$ cat config.mk
export PLATFORM = sky130hd
export DESIGN_NAME = uart_tx
export DESIGN_NICKNAME = d
export VERILOG_FILES = /design/src/rtl/uart_tx.sv
export SDC_FILE = /design/constraint.sdc
export NUM_CORES = 1
export LEC_CHECK = 0
export ABC_AREA = 0
export CORE_MARGIN = 4
export CORE_UTILIZATION = 42
export CTS_BUF_LIST = sky130_fd_sc_hd__clkbuf_4 sky130_fd_sc_hd__clkbuf_8
export DETAILED_ROUTE_END_ITERATION = 8
export PLACE_DENSITY_LB_ADDON = 0.12
export SKIP_LAST_GASP = 1
export SLEW_MARGIN = 20
export SYNTH_ARGS = -nofsm -noshare
export SYNTH_HDL_FRONTEND = slang
export SYNTH_SLANG_ARGS = --single-unit
$ cat constraint.sdc
create_clock -name i_clk -period 1.92 [get_ports i_clk]
set_input_delay 0.384 -clock i_clk [delete_from_list [all_inputs] [get_ports i_clk]]
set_output_delay 0.384 -clock i_clk [all_outputs]
set_load 0.005 [all_outputs]
$ cat src/rtl/uart_tx.sv
// uart_tx: frames a parallel word as start, LSB-first data, optional even parity and stop bit
module uart_tx #(
  parameter int DATA_WIDTH = 8,
  parameter bit PARITY_EN  = 1'b0
) (
  input  logic                  i_clk,
  input  logic                  i_reset,
  input  logic [DATA_WIDTH-1:0] i_data,
  input  logic                  i_data_stb,
  input  logic                  i_div_clk_rose,
  output logic                  o_div_start_stb,
  output logic                  o_div_reset_stb,
  output logic                  o_tx,
  output logic                  o_busy,
  output logic                  o_done_stb
);
  localparam int CW = $clog2(DATA_WIDTH);
  typedef enum logic [2:0] {IDLE, START, DATA, PARITY, STOP} state_t;
  state_t                  state, state_nxt;
  logic [DATA_WIDTH-1:0]   shift, shift_nxt;
  logic [CW-1:0]           cnt, cnt_nxt;
  logic                    par, par_nxt;
  logic                    tx_nxt, busy_nxt, start_nxt, div_rst_nxt, done_nxt;
  // State, datapath and every output are registered; reset abandons any frame silently
  always_ff @(posedge i_clk) begin
    if (i_reset) begin
      state           <= IDLE;
      shift           <= '0;
      cnt             <= '0;
      par             <= 1'b0;
      o_tx            <= 1'b1;
      o_busy          <= 1'b0;
      o_div_start_stb <= 1'b0;
      o_div_reset_stb <= 1'b0;
      o_done_stb      <= 1'b0;
    end else begin
      state           <= state_nxt;
      shift           <= shift_nxt;
      cnt             <= cnt_nxt;
      par             <= par_nxt;
      o_tx            <= tx_nxt;
      o_busy          <= busy_nxt;
      o_div_start_stb <= start_nxt;
      o_div_reset_stb <= div_rst_nxt;
      o_done_stb      <= done_nxt;
    end
  end
  // Next-state and next-output logic; parity is captured at accept so shifting cannot disturb it
  always_comb begin
    state_nxt   = state;
    shift_nxt   = shift;
    cnt_nxt     = cnt;
    par_nxt     = par;
    tx_nxt      = o_tx;
    busy_nxt    = o_busy;
    start_nxt   = 1'b0;
    div_rst_nxt = 1'b0;
    done_nxt    = 1'b0;
    case (state)
      IDLE: begin
        tx_nxt   = 1'b1;
        busy_nxt = 1'b0;
        if (i_data_stb) begin
          shift_nxt = i_data;
          cnt_nxt   = '0;
          par_nxt   = ^i_data;
          state_nxt = START;
          tx_nxt    = 1'b0;
          busy_nxt  = 1'b1;
          start_nxt = 1'b1;
        end
      end
      START: if (i_div_clk_rose) begin
        tx_nxt    = shift[0];
        state_nxt = DATA;
      end
      DATA: if (i_div_clk_rose) begin
        if (cnt < CW'(DATA_WIDTH - 1)) begin
          shift_nxt = shift >> 1;
          tx_nxt    = shift[1];
          cnt_nxt   = cnt + CW'(1);
        end else begin
          tx_nxt    = PARITY_EN ? par : 1'b1;
          state_nxt = PARITY_EN ? PARITY : STOP;
        end
      end
      PARITY: if (i_div_clk_rose) begin
        tx_nxt    = 1'b1;
        state_nxt = STOP;
      end
      STOP: if (i_div_clk_rose) begin
        state_nxt   = IDLE;
        div_rst_nxt = 1'b1;
        done_nxt    = 1'b1;
        busy_nxt    = 1'b0;
        tx_nxt      = 1'b1;
      end
      default: state_nxt = IDLE;
    endcase
  end
endmodule

==> results of run 1 <==
-- power groups by stage --
stage / clock network (µW) / logic, µW / registers, µW
floorplan: 0 / 109 / 421
global placement: 0 / 148 / 432
detailed placement: 0 / 150 / 433
CTS: 251 / 151 / 424
global route: 267 / 166 / 428
finish: 237 / 149 / 424
-- worst max-delay path, delay by kind of cell --
kind | cells | cell delay (ps)
AO/OA/AOI/OAI | 3 | 630
AND/OR/NAND/NOR | 1 | 170
buffers and inverters | 1 | 650
-- registers in the layout, summed over array words and instances, names as in the netlist --
name,flops
o_done_stb,1
state,3
shift,8
o_busy,1
cnt,3
o_tx,1
o_div_start_stb,1
-- per-stage QoR --
stage | hold slack (ps) | setup slack, ps | instances | area [µm²] | total power [µW]
5_1_grt | 488 | 166 | 143 | 1120 | 861
4_1_cts | 479 | 311 | 143 | 1120 | 826
3_3_place_gp | 462 | -32.3 | 139 | 1080 | 581
6_report | 472 | 304 | 143 | 1120 | 810
3_5_place_dp | 464 | -13.9 | 139 | 1080 | 583
2_1_floorplan | 451 | 711 | 99 | 925 | 530
-- placed cells by master, fill, tap and decap left out, drive strengths merged, types with 2 or more instances in the layout --
cell type,n
nor2b,2
buf,3
clkdlybuf4s50,16
dfxtp,18
nand2,8
o31ai,2
nor2,8
o21ai,3
nor3b,2
a211oi,7
mux2i,8
clkbuf,4
nand3,2
nor3,4
a21oi,15
-- cell type report --
cell class                      instances  area [µm²]
Fill cell                             194         901
Multi-Input combinational cell         74         504
Inverter                                1        3.75
Tap cell                               27        33.8
Sequential cell                        18         360
Clock buffer                            4        36.3
Timing Repair Buffer                   19         183
-- logic make-up (layout without fill, tap and decap cells) --
group,count (synthesis),count (layout)
AOI/OAI and AO/OA,32,32
and+or+nand+nor,31,31
buffers and inverters,7,24
xor gates and xnor gates,1,1
DFF,18,18
adders and majority gates,1,1
muxes,9,9
-- path summary, 6_finish.rpt --
check	from	end	slack [ps]	cells past startpoint
worst max-delay path	i_div_clk_rose	shift[4]$_SDFFE_PP0P_	300	5
worst min-delay path	o_busy$_SDFFE_PP0P_	o_busy$_SDFFE_PP0P_	470	2
worst max register to register	state[1]$_SDFFE_PP0P_	shift[4]$_SDFFE_PP0P_	440	4
worst min register to register	o_busy$_SDFFE_PP0P_	o_busy$_SDFFE_PP0P_	470	2
-- per-layer routing --
layer | track usage [%] | up-vias | share of wire, % | wire, µm
met5 | 0 | - | 0 | 0
met2 | 21.3 | 13 | 46 | 831
met1 | 17.5 | 340 | 47 | 848
met3 | 5.63 | 5 | 5.6 | 102
li1 | - | 400 | - | -
met4 | 6.88 | 0 | 1.7 | 30
==> results.md, run 1 <==
* Share of flip-flops with an asynchronous set or reset after synthesis at 0%
* Maximum level of the CTS H-tree at 1
* Ys Warns at 0
* HPWL reported at the end of detailed placement at 1320 µm
* Cells traversed along the worst timing path: clkdlybuf4s50_1, nand2_1, o21bai_2, a21oi_1, a211oi_1
* Highest attainable clock frequency at 619 MHz
* Power share of the combinational group at 18.4%
* Share of cell area taken by muxes after synthesis at 9.88%
* Vias/cell at 5.30
* Vertical extent of the die at 54.9 µm
* Transition time at the pin with the least slew margin at 471 ps
* Final setup violation count at 0
* Class of the tightest hold or removal check: reg2reg
* CP max FO at 8
* Number of antenna violations at the first check in global routing at 0
* Clock latency on the worst-skew pair at 300 ps
* RSZ-0062 raised after global routing: no
* Wire length of the first global-routing pass at 2950 µm
* First DRT Iteration DRCs at 8
* Switching part of the total power at 26.5%
* Largest family of logic cells by synthesized area: compound AO/OA/AOI/OAI gates
* Horiz. Die Dim at 54.9 µm
* Die Footprint at 3020 µm²
* Final Hold Viols at 0
* Clock tree skew after final layout at 0.963 ps
* Part of the power in registers at 52.4%
* Wire length per cell after detailed routing at 12.7 µm
* Port buffer count at 16
* Sequential area share after synthesis at 39.0%
* Core Region at 2020 µm²
* Number of search-and-repair iterations in the first detailed-routing pass at 3
* Pin count of the biggest net entering global routing at 13
* Period utilisation layout at 84.2%
* Cell with the most instances after synthesis: sky130_fd_sc_hd__dfxtp_1
* Final Core Density at 55.4%
* Antenna viol nets, final at 0
* Crit path required time at 2140 ps
* Share of the synthesized area in compound gates (AO/OA/AOI/OAI) at 22.7%
* # IOs at 17
* Synth top cells by count: sky130_fd_sc_hd__dfxtp_1 (18), sky130_fd_sc_hd__a21oi_1 (14), sky130_fd_sc_hd__mux2i_1 (8), sky130_fd_sc_hd__a211oi_1 (7), sky130_fd_sc_hd__nand2_1 (7)
* Type of element capturing the critical path: flip-flop
* Rows at 16
* Aggregate routed wire length at 1810 µm
* Syn_area_per_cell at 9.34 µm²
* Post-synthesis share of cell area spent on and, or, nand and nor gates at 19.6%
* Count of inserted antenna diode cells at 0
* Relative slew slack at 68.5%
* Top-area cell type share of the netlist area at 39.0%
* Global placement routability congestion at 0.803
* Vias in the first global route at 668
* Leading register cell type out of synthesis: sky130_fd_sc_hd__dfxtp_1
* Synthesized cell area at 925 µm²
* Power density over the cells at 723 nW/µm²
* Leakage power summed over all cells at 0.000442 µW
* Cell accounting for the most synthesized area: sky130_fd_sc_hd__dfxtp_1
* Root buffer selected by CTS: sky130_fd_sc_hd__clkbuf_4
* GRT Total Usage at 14.2%
* TritonCTS clock tree: done
* Worst IR drop on VDD at 0.457 mV
* EDFF count, synth at 0
* Arrival time at the worst endpoint at 1830 ps
* TritonCTS Buffers at 3
* Clock sink count at 18
* Outcome: finished clean
* Netlist cell types at 33
* # DRC at 0
* Max Cap Viol at 0
* Fraction of layout cells with a size suffix above 1 at 13.8%
* Area Overhead vs Synth at 21.2%
* Part of the power in the clock network at 29.3%
* CTS Hold Bufs at 0
* Post-CTS Setup Inserts at 0
* Critical path's slowest cell: sky130_fd_sc_hd__clkdlybuf4s50_1
* Post-Synthesis Net Count at 112
* Worst Setup Start Kind: input pin
* Setup total negative slack at 0 ps
* Clock period minus final worst setup slack at 1620 ps
* Leading cell types by total area after synthesis: sky130_fd_sc_hd__dfxtp_1 (39%), sky130_fd_sc_hd__mux2i_1 (8.7%), sky130_fd_sc_hd__a21oi_1 (7.6%), sky130_fd_sc_hd__a211oi_1 (5.7%), sky130_fd_sc_hd__buf_6 (3.7%)
* Number of synthesized register bits at 18
* Worst-path clk slew at 100 ps
* Delay of the slowest critical-path stage at 650 ps
* Sw power at 214 µW
* Number of standard cells after synthesis at 99
* Area share of xor/xnor cells in the synthesized design at 0.947%
* Routed via count at 758
* Global route overflow at 0
* Adder-cell share of the synthesized area at 1.35%
* Final layout net count at 130
* Count of cells resized by post-cts repair at 0
* Max Transition Viols Final at 0
* Critical path class: in2reg
* Initial standard-cell utilization of the core at 45.7%
* Cell-internal power at 596 µW
* CTS max path bufs at 2
Power figures use the tool's default switching activity.
==> inputs of run 2 (changes only) <==
Clock period 1.92 ns to 1.3 ns, I/O delays scaled along.
==> results.md, run 2 (same netlist as run 1, synthesis figures left out) <==
* Worst hold path depth at 1 (-1)
* Type of element capturing the critical path: flip-flop
* Slack of the critical path at 47.7 ps (-257 ps)
* Vertical extent of the die at 54.9 µm (unchanged)
* # DRC at 0 (unchanged)
* Clock sink count at 18 (unchanged)
* First DRT Iteration DRCs at 13 (+5)
* Area Overhead vs Synth at 54.5%
* Crit path required time at 1510 ps (-630 ps)
* Outcome: finished clean
* Rows at 16 (unchanged)
* Final layout net count at 155 (+19%)
* Aggregate routed wire length at 2300 µm (+27%)
* Commonest cells after routing, fill and taps aside: sky130_fd_sc_hd__buf_4 (26), sky130_fd_sc_hd__a21oi_1 (13), sky130_fd_sc_hd__clkdlybuf4s50_1 (10)
* Global placement routability congestion at 0.754 (-6.1%)
* Area of the multi-input gates at 583 µm² (+16%)
* Worst Setup Start Kind: flip-flop
* Root buffer selected by CTS: sky130_fd_sc_hd__clkbuf_4
* Critical path class: reg2reg
* Antenna viol nets, final at 0 (unchanged)
* Wire length of the first global-routing pass at 3750 µm (+27%)
* Global route overflow at 0 (unchanged)
* Transition time at the pin with the least slew margin at 288 ps (-184 ps)
* Routed via count at 866 (+14%)
* Cells traversed along the worst timing path: buf_4, ha_1, mux2_2, o32ai_2
* Final setup violation count at 0 (unchanged)
* Number of flip-flops under the largest register name at 8 (unchanged)
* Count of inserted antenna diode cells at 0 (unchanged)
* Wire length per cell after detailed routing at 13.7 µm (+7.9%)
* Max Cap Viol at 0 (unchanged)
* Final Hold Viols at 0 (unchanged)
* Filler cell count in the final layout at 163 (-16%)
* GRT Total Usage at 17.3% (+3.1 points)
* Clock latency on the worst-skew pair at 300 ps (about the same)
* Vias/cell at 5.15 (-2.8%)
* Depth of the most critical reg-to-reg path at 4 (unchanged)
* Fraction of layout cells with a size suffix above 1 at 43.3% (+29 points)
* Most flop-heavy register: shift
* Leakage power summed over all cells at 0.000614 µW (+39%)
* Max Transition Viols Final at 0 (unchanged)
* Relative slew slack at 80.8% (+12 points)
* Reg-to-reg setup timing slack at 50 ps (-390 ps)
* Class of the tightest hold or removal check: reg2reg
* CP max FO at 4 (-4)
* Beginning of the worst register-to-register path: cnt[0]$_SDFFE_PP0P_
* Worst-path clk slew at 110 ps (about the same)
* Critical path's slowest cell: sky130_fd_sc_hd__dfxtp_4
* CTS Hold Bufs at 0 (unchanged)
* Maximum level of the CTS H-tree at 1 (unchanged)
* Number of antenna violations at the first check in global routing at 0 (unchanged)
* Vias in the first global route at 857 (+28%)
* Clock period minus final worst setup slack at 1250 ps
* Highest attainable clock frequency at 799 MHz
* Largest registers: shift: 8 flops, cnt: 3 flops, state: 3 flops
* Clock tree skew after final layout at 10.5 ps (+9.53 ps)
* Hold path startpoint: state[2]$_SDFFE_PP0P_
* Die Footprint at 3020 µm² (unchanged)
* Terminating pin of the worst hold path: state[1]$_SDFFE_PP0P_
* Worst IR drop on VDD at 0.799 mV (+75%)
* Core Region at 2020 µm² (unchanged)
* TritonCTS clock tree: done
* Power density over the cells at 917 nW/µm² (+27%)
* Terminus of the critical flop-to-flop path: cnt[2]$_SDFFE_PP0P_
* Initial standard-cell utilization of the core at 45.7% (unchanged)
* Final hold slack at 485 ps (+13.0 ps)
* Delay of the slowest critical-path stage at 370 ps (-280 ps)
* CTS max path bufs at 2 (unchanged)
* Port buffer count at 16 (unchanged)
* Period utilisation layout at 96.3%
* Arrival time at the worst endpoint at 1460 ps (-370 ps)
* Most common cell after layout, fill and taps aside: sky130_fd_sc_hd__buf_4
* TritonCTS Buffers at 3 (unchanged)
* Pin count of the biggest net entering global routing at 11 (-2)
* Post-placement setup slack at -414 ps (-400 ps)
* Area used by sequential logic in the layout at 384 µm² (+6.6%)
* HPWL reported at the end of detailed placement at 1560 µm (+18%)
* Number of search-and-repair iterations in the first detailed-routing pass at 4 (+1)
* Horiz. Die Dim at 54.9 µm (unchanged)
* RSZ-0062 raised after global routing: yes
* # IOs at 17 (unchanged)
[run 2: worst max-delay path by stage]
stage,start,depth (start not counted),endpoint
2_1_floorplan,cnt[0]$_SDFFE_PP0P_,4,state[2]$_SDFFE_PP0P_
3_3_place_gp,i_data_stb,5,shift[6]$_SDFFE_PP0P_
3_5_place_dp,i_data_stb,5,shift[4]$_SDFFE_PP0P_
4_1_cts,cnt[2]$_SDFFE_PP0P_,4,state[2]$_SDFFE_PP0P_
5_1_grt,state[0]$_SDFFE_PP0P_,5,cnt[0]$_SDFFE_PP0P_
6_report,cnt[0]$_SDFFE_PP0P_,4,cnt[2]$_SDFFE_PP0P_
[run 2: critical path, delay by kind of cell (launching register included)]
| family | cells | cell delay (ps) |
|---|---|---|
| DFF | 1 | 370 |
| buffers and inverters | 1 | 130 |
| muxes | 1 | 270 |
| adders and majority gates | 1 | 200 |
| AOI/OAI and AO/OA | 1 | 180 |
[run 2: routing by layer]
| layer | global-route usage (%) | share of wire (%) | vias to the layer above |
|---|---|---|---|
| met5 | 0 | 0 | - |
| met3 | 4.56 | 4.4 | 2 |
| li1 | - | - | 449 |
| met2 | 28.5 | 52 | 16 |
| met4 | 6.88 | 0.35 | 0 |
| met1 | 21.3 | 43 | 399 |
[run 2: final cells by class]
cell class                      count  share of cell area [%]
Sequential cell                    18                    26.9
Multi-Input combinational cell     74                    40.8
Clock buffer                        4                    2.54
Tap cell                           27                    2.36
Timing Repair Buffer               44                    27.1
Inverter                            1                   0.263
[run 2: per-stage QoR]
| stage | utilization (%) | setup TNS (ps) | power, µW | std cells | cell area [µm²] |
|---|---|---|---|---|---|
| after floorplan | - | 0 | 783 | 99 | 925 |
| after detailed placement | 60.7 | -4930 | 915 | 158 | 1230 |
| after global routing | 70.7 | -72.1 | 1400 | 168 | 1430 |
| final | 70.7 | 0 | 1310 | 168 | 1430 |
| after CTS | 64.0 | 0 | 1270 | 163 | 1290 |
| after global placement | 60.7 | -4250 | 909 | 158 | 1230 |
[run 2: repair_timing]
action	CTS	global route
gates resized for setup	17	18
cloned	0	0
buffers inserted	1	5
pin swaps	1	8
setup endpoints to repair	17	11
[run 2: power breakdown]
part | switching [µW] | internal (µW)
sequential | 28.3 | 587
combinational | 151 | 190
clock | 182 | 171
==> inputs of run 3 (changes only) <==
Settings changed: CAP_MARGIN set to 20, DONT_BUFFER_PORTS set to 1, REMOVE_ABC_BUFFERS set to 1.
==> results.md, run 3 (same netlist as run 1, synthesis figures left out) <==
* Crit path required time at 1550 ps (+40 ps)
* Critical path class: reg2reg
* Horiz. Die Dim at 54.9 µm (unchanged)
* Delay of the slowest critical-path stage at 390 ps (+20 ps)
* Post-CTS Setup Inserts at 0 (-1)
* Class of the tightest hold or removal check: in2reg
* # IOs at 17 (unchanged)
* Transition time at the pin with the least slew margin at 300 ps (+12.8 ps)
* Vertical extent of the die at 54.9 µm (unchanged)
* Maximum level of the CTS H-tree at 1 (unchanged)
* CTS max path bufs at 2 (unchanged)
* Gate family responsible for the most delay along the worst path: simple AND/OR/NAND/NOR gates
* Core Region at 2020 µm² (unchanged)
* GRT Total Usage at 16.2% (-1.1 points)
* Number of flip-flops under the largest register name at 8 (unchanged)
* CP max FO at 3 (-1)
* Relative slew slack at 80.0% (-0.88 points)
* Power share of the combinational group at 17.9% (-8.2 points)
* Final Hold Viols at 0 (unchanged)
* Final setup violation count at 0 (unchanged)
* Number of antenna violations at the first check in global routing at 0 (unchanged)
* Clock latency on the worst-skew pair at 300 ps (about the same)
* Area Overhead vs Synth at 20.2%
* Port buffer count at 0 (-16)
* Global placement routability congestion at 0.791 (+4.9%)
* Antenna viol nets, final at 0 (unchanged)
* Clock period minus final worst setup slack at 1240 ps (-14.6 ps)
* Type of element capturing the critical path: flip-flop
* First DRT Iteration DRCs at 19 (+6)
* Critical path's slowest cell: sky130_fd_sc_hd__or3b_1
* TritonCTS clock tree: done
* Clock tree skew after final layout at 1.16 ps (-9.33 ps)
* Pin count of the biggest net entering global routing at 18 (+7)
* Reg-to-reg setup timing slack at 60 ps (about the same)
* Outcome: finished clean
* Arrival time at the worst endpoint at 1480 ps (+20 ps)
* RSZ-0062 raised after global routing: yes
* Commonest cells after routing, fill and taps aside: sky130_fd_sc_hd__a21oi_1 (14), sky130_fd_sc_hd__dfxtp_1 (14), sky130_fd_sc_hd__buf_4 (12)
* Leakage power summed over all cells at 0.000457 µW (-26%)
* Worst Setup Start Kind: flip-flop
* Max Cap Viol at 0 (unchanged)
* # DRC at 0 (unchanged)
* Count of inserted antenna diode cells at 0 (unchanged)
* Wire length of the first global-routing pass at 3440 µm (-8.1%)
* Clock sink count at 18 (unchanged)
* Fraction of layout cells with a size suffix above 1 at 28.6% (-15 points)
* Vias in the first global route at 738 (-14%)
* Die Footprint at 3020 µm² (unchanged)
* Cells traversed along the worst timing path: and3_4, o21ai_2, or3b_1, a21oi_2
* Filler cell count in the final layout at 190 (+17%)
* Largest registers: shift: 8 flops, cnt: 3 flops, state: 3 flops
* Final Core Density at 55.0% (-16 points)
* Wire length per cell after detailed routing at 15.7 µm (+15%)
* Max Transition Viols Final at 0 (unchanged)
* Root buffer selected by CTS: sky130_fd_sc_hd__clkbuf_4
* Routed via count at 777 (-10%)
* Part of the power in the clock network at 29.8% (+2.9 points)
* Period utilisation layout at 95.2% (-1.1 points)
* Final layout net count at 126 (-19%)
* Cell-internal power at 871 µW (-8.2%)
* Rows at 16 (unchanged)
* Worst path buffer plus inverter count at 0 (-1)
* Most flop-heavy register: shift
* Vias/cell at 5.59 (+8.4%)
* Worst IR drop on VDD at 0.675 mV (-16%)
* Power density over the cells at 1080 nW/µm² (+17%)
* Aggregate routed wire length at 2190 µm (-4.8%)
* Sw power at 325 µW (-10%)
* TritonCTS Buffers at 3 (unchanged)
* Worst-path clk slew at 110 ps (about the same)
* HPWL reported at the end of detailed placement at 1470 µm (-6.0%)
* Number of search-and-repair iterations in the first detailed-routing pass at 4 (unchanged)
* Part of the power in registers at 52.3% (+5.3 points)
* Initial standard-cell utilization of the core at 45.7% (unchanged)
* Global route overflow at 0 (unchanged)
* Final hold slack at 12.4 ps (-473 ps)
* Switching part of the total power at 27.2% (-0.44 points)
* Highest attainable clock frequency at 808 MHz (+1.2%)
==> run 3: cell count changes in the layout (fill, tap and decap cells not counted), sizes merged <==
| cell | change |
|---|---|
| buf | -16 |
| clkdlybuf4s50 | -10 |
| dlygate4sd2 | -6 |
| dlygate4sd3 | +3 |
==> run 3: per-stage QoR <==
step / worst slack [ps] / TNS, ps / power (µW) / instances / cell area [µm²]
after detailed placement: -89.7 / -644 / 822 / 132 / 992
after global routing: -14.9 / -16.3 / 1270 / 139 / 1110
after floorplan: 56.2 / 0 / 760 / 93 / 868
after global placement: -45.1 / -341 / 818 / 132 / 992
final: 62.3 / 0 / 1200 / 139 / 1110
after CTS: 10.9 / 0 / 1200 / 138 / 1060
==> run 3: worst reg2reg max path, stage by stage (launching register included) <==
cell,delay [ps]
sky130_fd_sc_hd__dfxtp_1,380
sky130_fd_sc_hd__and3_4,230
sky130_fd_sc_hd__o21ai_2,60
sky130_fd_sc_hd__or3b_1,390
sky130_fd_sc_hd__a21oi_2,130
==> run 3: timing repair <==
item,in CTS,in global routing
endpoints found under the setup margin,11,11
gates resized for setup,5,8
hold buffers,2,1
pin swaps,0,1
hold endpoints to repair,4,3
==> run 3: per-layer routing <==
metal  GRT usage [%]  part of all wire (%)  wire, µm
met5               0                     0         0
met4            2.43                  0.59        13
met3            5.09                   6.5       143
met2            27.0                    47      1020
met1            20.9                    46      1010
==> run 3: power groups by stage <==
stage,logic [µW],registers (µW),clock network [µW]
floorplan,127,633,0
global placement,182,636,0
detailed placement,186,636,0
CTS,199,626,374
global route,241,631,394
finish,214,625,356
==> run 3: area by class of cell <==
type / instances / area (µm²) / share of cell area (%)
Inverter: 1 / 3.75 / 0.338
Tap cell: 27 / 33.8 / 3.04
Multi-Input combinational cell: 74 / 549 / 49.4
Sequential cell: 18 / 368 / 33.1
Clock buffer: 4 / 36.3 / 3.27
Timing Repair Buffer: 15 / 120 / 10.8
==> run 3: path summary, 6_finish.rpt <==
check	to	startpoint	cells after the start
hold / removal	o_busy$_SDFFE_PP0P_	i_reset	1
setup reg to reg	state[2]$_SDFFE_PP0P_	cnt[2]$_SDFFE_PP0P_	4
hold reg to reg	o_busy$_SDFFE_PP0P_	o_busy$_SDFFE_PP0P_	2
setup / recovery	state[2]$_SDFFE_PP0P_	cnt[2]$_SDFFE_PP0P_	4
==> RTL change (settings of run 3) <==
Re-encode `state_t` (5 states) as one-hot, 5 bits wide.
--- a/src/rtl/uart_tx.sv
+++ b/src/rtl/uart_tx.sv
@@ -15,7 +15,7 @@
   output logic                  o_done_stb
 );
   localparam int CW = $clog2(DATA_WIDTH);
-  typedef enum logic [2:0] {IDLE, START, DATA, PARITY, STOP} state_t;
+  typedef enum logic [4:0] {IDLE = 5'b00001, START = 5'b00010, DATA = 5'b00100, PARITY = 5'b01000, STOP = 5'b10000} state_t;
   state_t                  state, state_nxt;
   logic [DATA_WIDTH-1:0]   shift, shift_nxt;
   logic [CW-1:0]           cnt, cnt_nxt;
Formal check against the unedited RTL: same outputs for any inputs over 10 cycles, from zero or initial values and one cycle with i_reset high; not proved beyond that.
==> RTL change against run 3 <==
The run now ends with negative setup slack left; final area is 35% higher; synthesized area is 13% higher; fmax is 20% lower; sequential cell count is 1 higher; wire length is 29% higher; critical path type unchanged; highest routed layer unchanged; worst setup slack worse by 0.30 ns; synthesized cell count is 24% higher.
Power is not compared: it rests on default switching activity, and its combinational part moved more than twofold at a synthesized area within 25%.
==> RTL change: results (changes against run 3) <==
track_usage_pct: 16.5  # +0.29 points
cp.arrival_ns: 1.77  # +0.29 ns
largest_register: "shift"
nets: 158  # +25%
ys_seq_area_share_pct: 36.5  # -2.5 points
cts.clk_slew.worst_paths_ns: 0.12
cts_buffers: 3  # unchanged
worstPathMaxFanout: 7  # +4
synth_commonest_cells: "19 x dfxtp_1, 18 x nand2_1, 9 x a21oi_1, 8 x nor3_1"
grt_pass1_vias: 963  # +30%
cts-root-buf: "clkbuf_4"
synth.distinct_cells: 38  # +15%
drtPass1Iterations: 4  # unchanged
ys_warn_count: 0  # unchanged
top_regs: "shift: 8 flops, state: 4 flops, cnt: 3 flops"
worstSkewPairLatency_ns: 0.31
drt_iter0_markers: 21  # +2
p_leak_nw: 0.539
wirelength_mm: 2.81  # +29%
dp_hpwl_mm: 1.69  # +15%
critPathMaxStageDelay_ns: 0.59  # +0.20 ns
synthXorXnorAreaFrac_pct: 1.68  # +0.73 points
n_antenna_cell: 0  # unchanged
drive_gt1_share_pct: 47.9  # +19 points
dpl-instance-area_sq_um: 1160  # +17%
gp_congestion: 0.769  # -2.8%
worst_slack_ns: -0.243  # -0.305 ns
crit_start: "state[4]"
setup_tns_ns: -3.08  # -3.08 ns
grt_max_degree: 14  # -4
violations: "negative setup slack"
cp_slowest_cell: "or4b_4"
port_buffers: 0  # unchanged
setup_viol: 17  # +17
relSlewSlack_pct: 76.5  # -3.4 points
synth_adder_area_share_pct: 1.20  # -0.15 points
vdd_drop_max_uv: 1470
grt_pass1_wl_mm: 4.39  # +27%
muxShareOfSynthArea_pct: 1.92  # -8.0 points
ctsHtreeMaxLevel: 1  # unchanged
hold_start: "i_reset"
yosys-top-cells-area: "dfxtp_1 36%, nand2_1 6.5%, a311oi_1 5.9%, a21oi_1 4.3%, nor3_1 3.8%"
min_path_type: "input pin to flip-flop"
status: "finished, violations left"
synth_compound_area_share_pct: 19.1  # -3.7 points
clockBufferDepth: 2  # unchanged
viasPerCell: 5.95  # +6.4%
final.setup_skew_ns: 0.00690  # +0.00574 ns
antenna_found_initial: 0  # unchanged
synthArstFlopShare_pct: 0  # unchanged
[RTL change: routing by layer]
metal | wire length (um) | up-vias | track usage (%)
li1 | - | 491 | -
met1 | 1250 | 507 | 21.4
met2 | 1410 | 21 | 27.1
met3 | 125 | 4 | 4.45
met4 | 25 | 0 | 4.30
met5 | 0 | - | 0
[RTL change: timing repair]
action                                  in CTS  in global routing
setup buffers                                4                  2
endpoints found under the hold margin        8                  1
hold buffers                                 1                  1
gates cloned                                 0                  1
endpoints found under the setup margin      19                 19
pin swaps                                    5                 11
resized for setup                           25                 26
[RTL change: final timing paths]
check	endpoint	depth (start not counted)
setup / recovery	shift[6]	4
hold / removal	shift[5]	1
setup reg to reg	shift[6]	4
hold reg to reg	shift[7]	2
[RTL change: worst max-delay path, delay by kind of cell, from the launching register on]
family | cells | cell delay [ns]
and+or+nand+nor | 3 | 0.84
AOI/OAI and AO/OA | 1 | 0.23
DFF | 1 | 0.39
[RTL change: logic make-up after synthesis]
group / Yosys count
AOI/OAI and AO/OA: 29
muxes: 2
and+or+nand+nor: 56
xor gates and xnor gates: 2
adders and majority gates: 1
DFF: 19
buffers and inverters: 14
[RTL change: cell type report]
class	instances	area, sq um
Inverter	3	11.3
Clock buffer	3	22.5
Sequential cell	19	393
Tap cell	28	35.0
Timing Repair Buffer	27	243
Multi-Input combinational cell	91	786
Fill cell	190	800
Clock inverter	1	7.51
[RTL change: where the power goes]
group,switching [mW],internal [mW]
logic,0.569,0.673
registers,0.157,0.734
clock network,0.206,0.117
total,0.931,1.52
[RTL change: through the flow]
step           std cells  hold WS (ns)  util (%)  setup WS, ns
6_report             172       0.00606      65.2        -0.243
5_1_grt              172      -0.00367      65.2        -0.330
4_1_cts              168      0.000531      58.0        -0.208
3_5_place_dp         159         0.334      50.7        -0.359
3_3_place_gp         159         0.333      50.7        -0.344
2_1_floorplan        112         0.329         -        -0.519
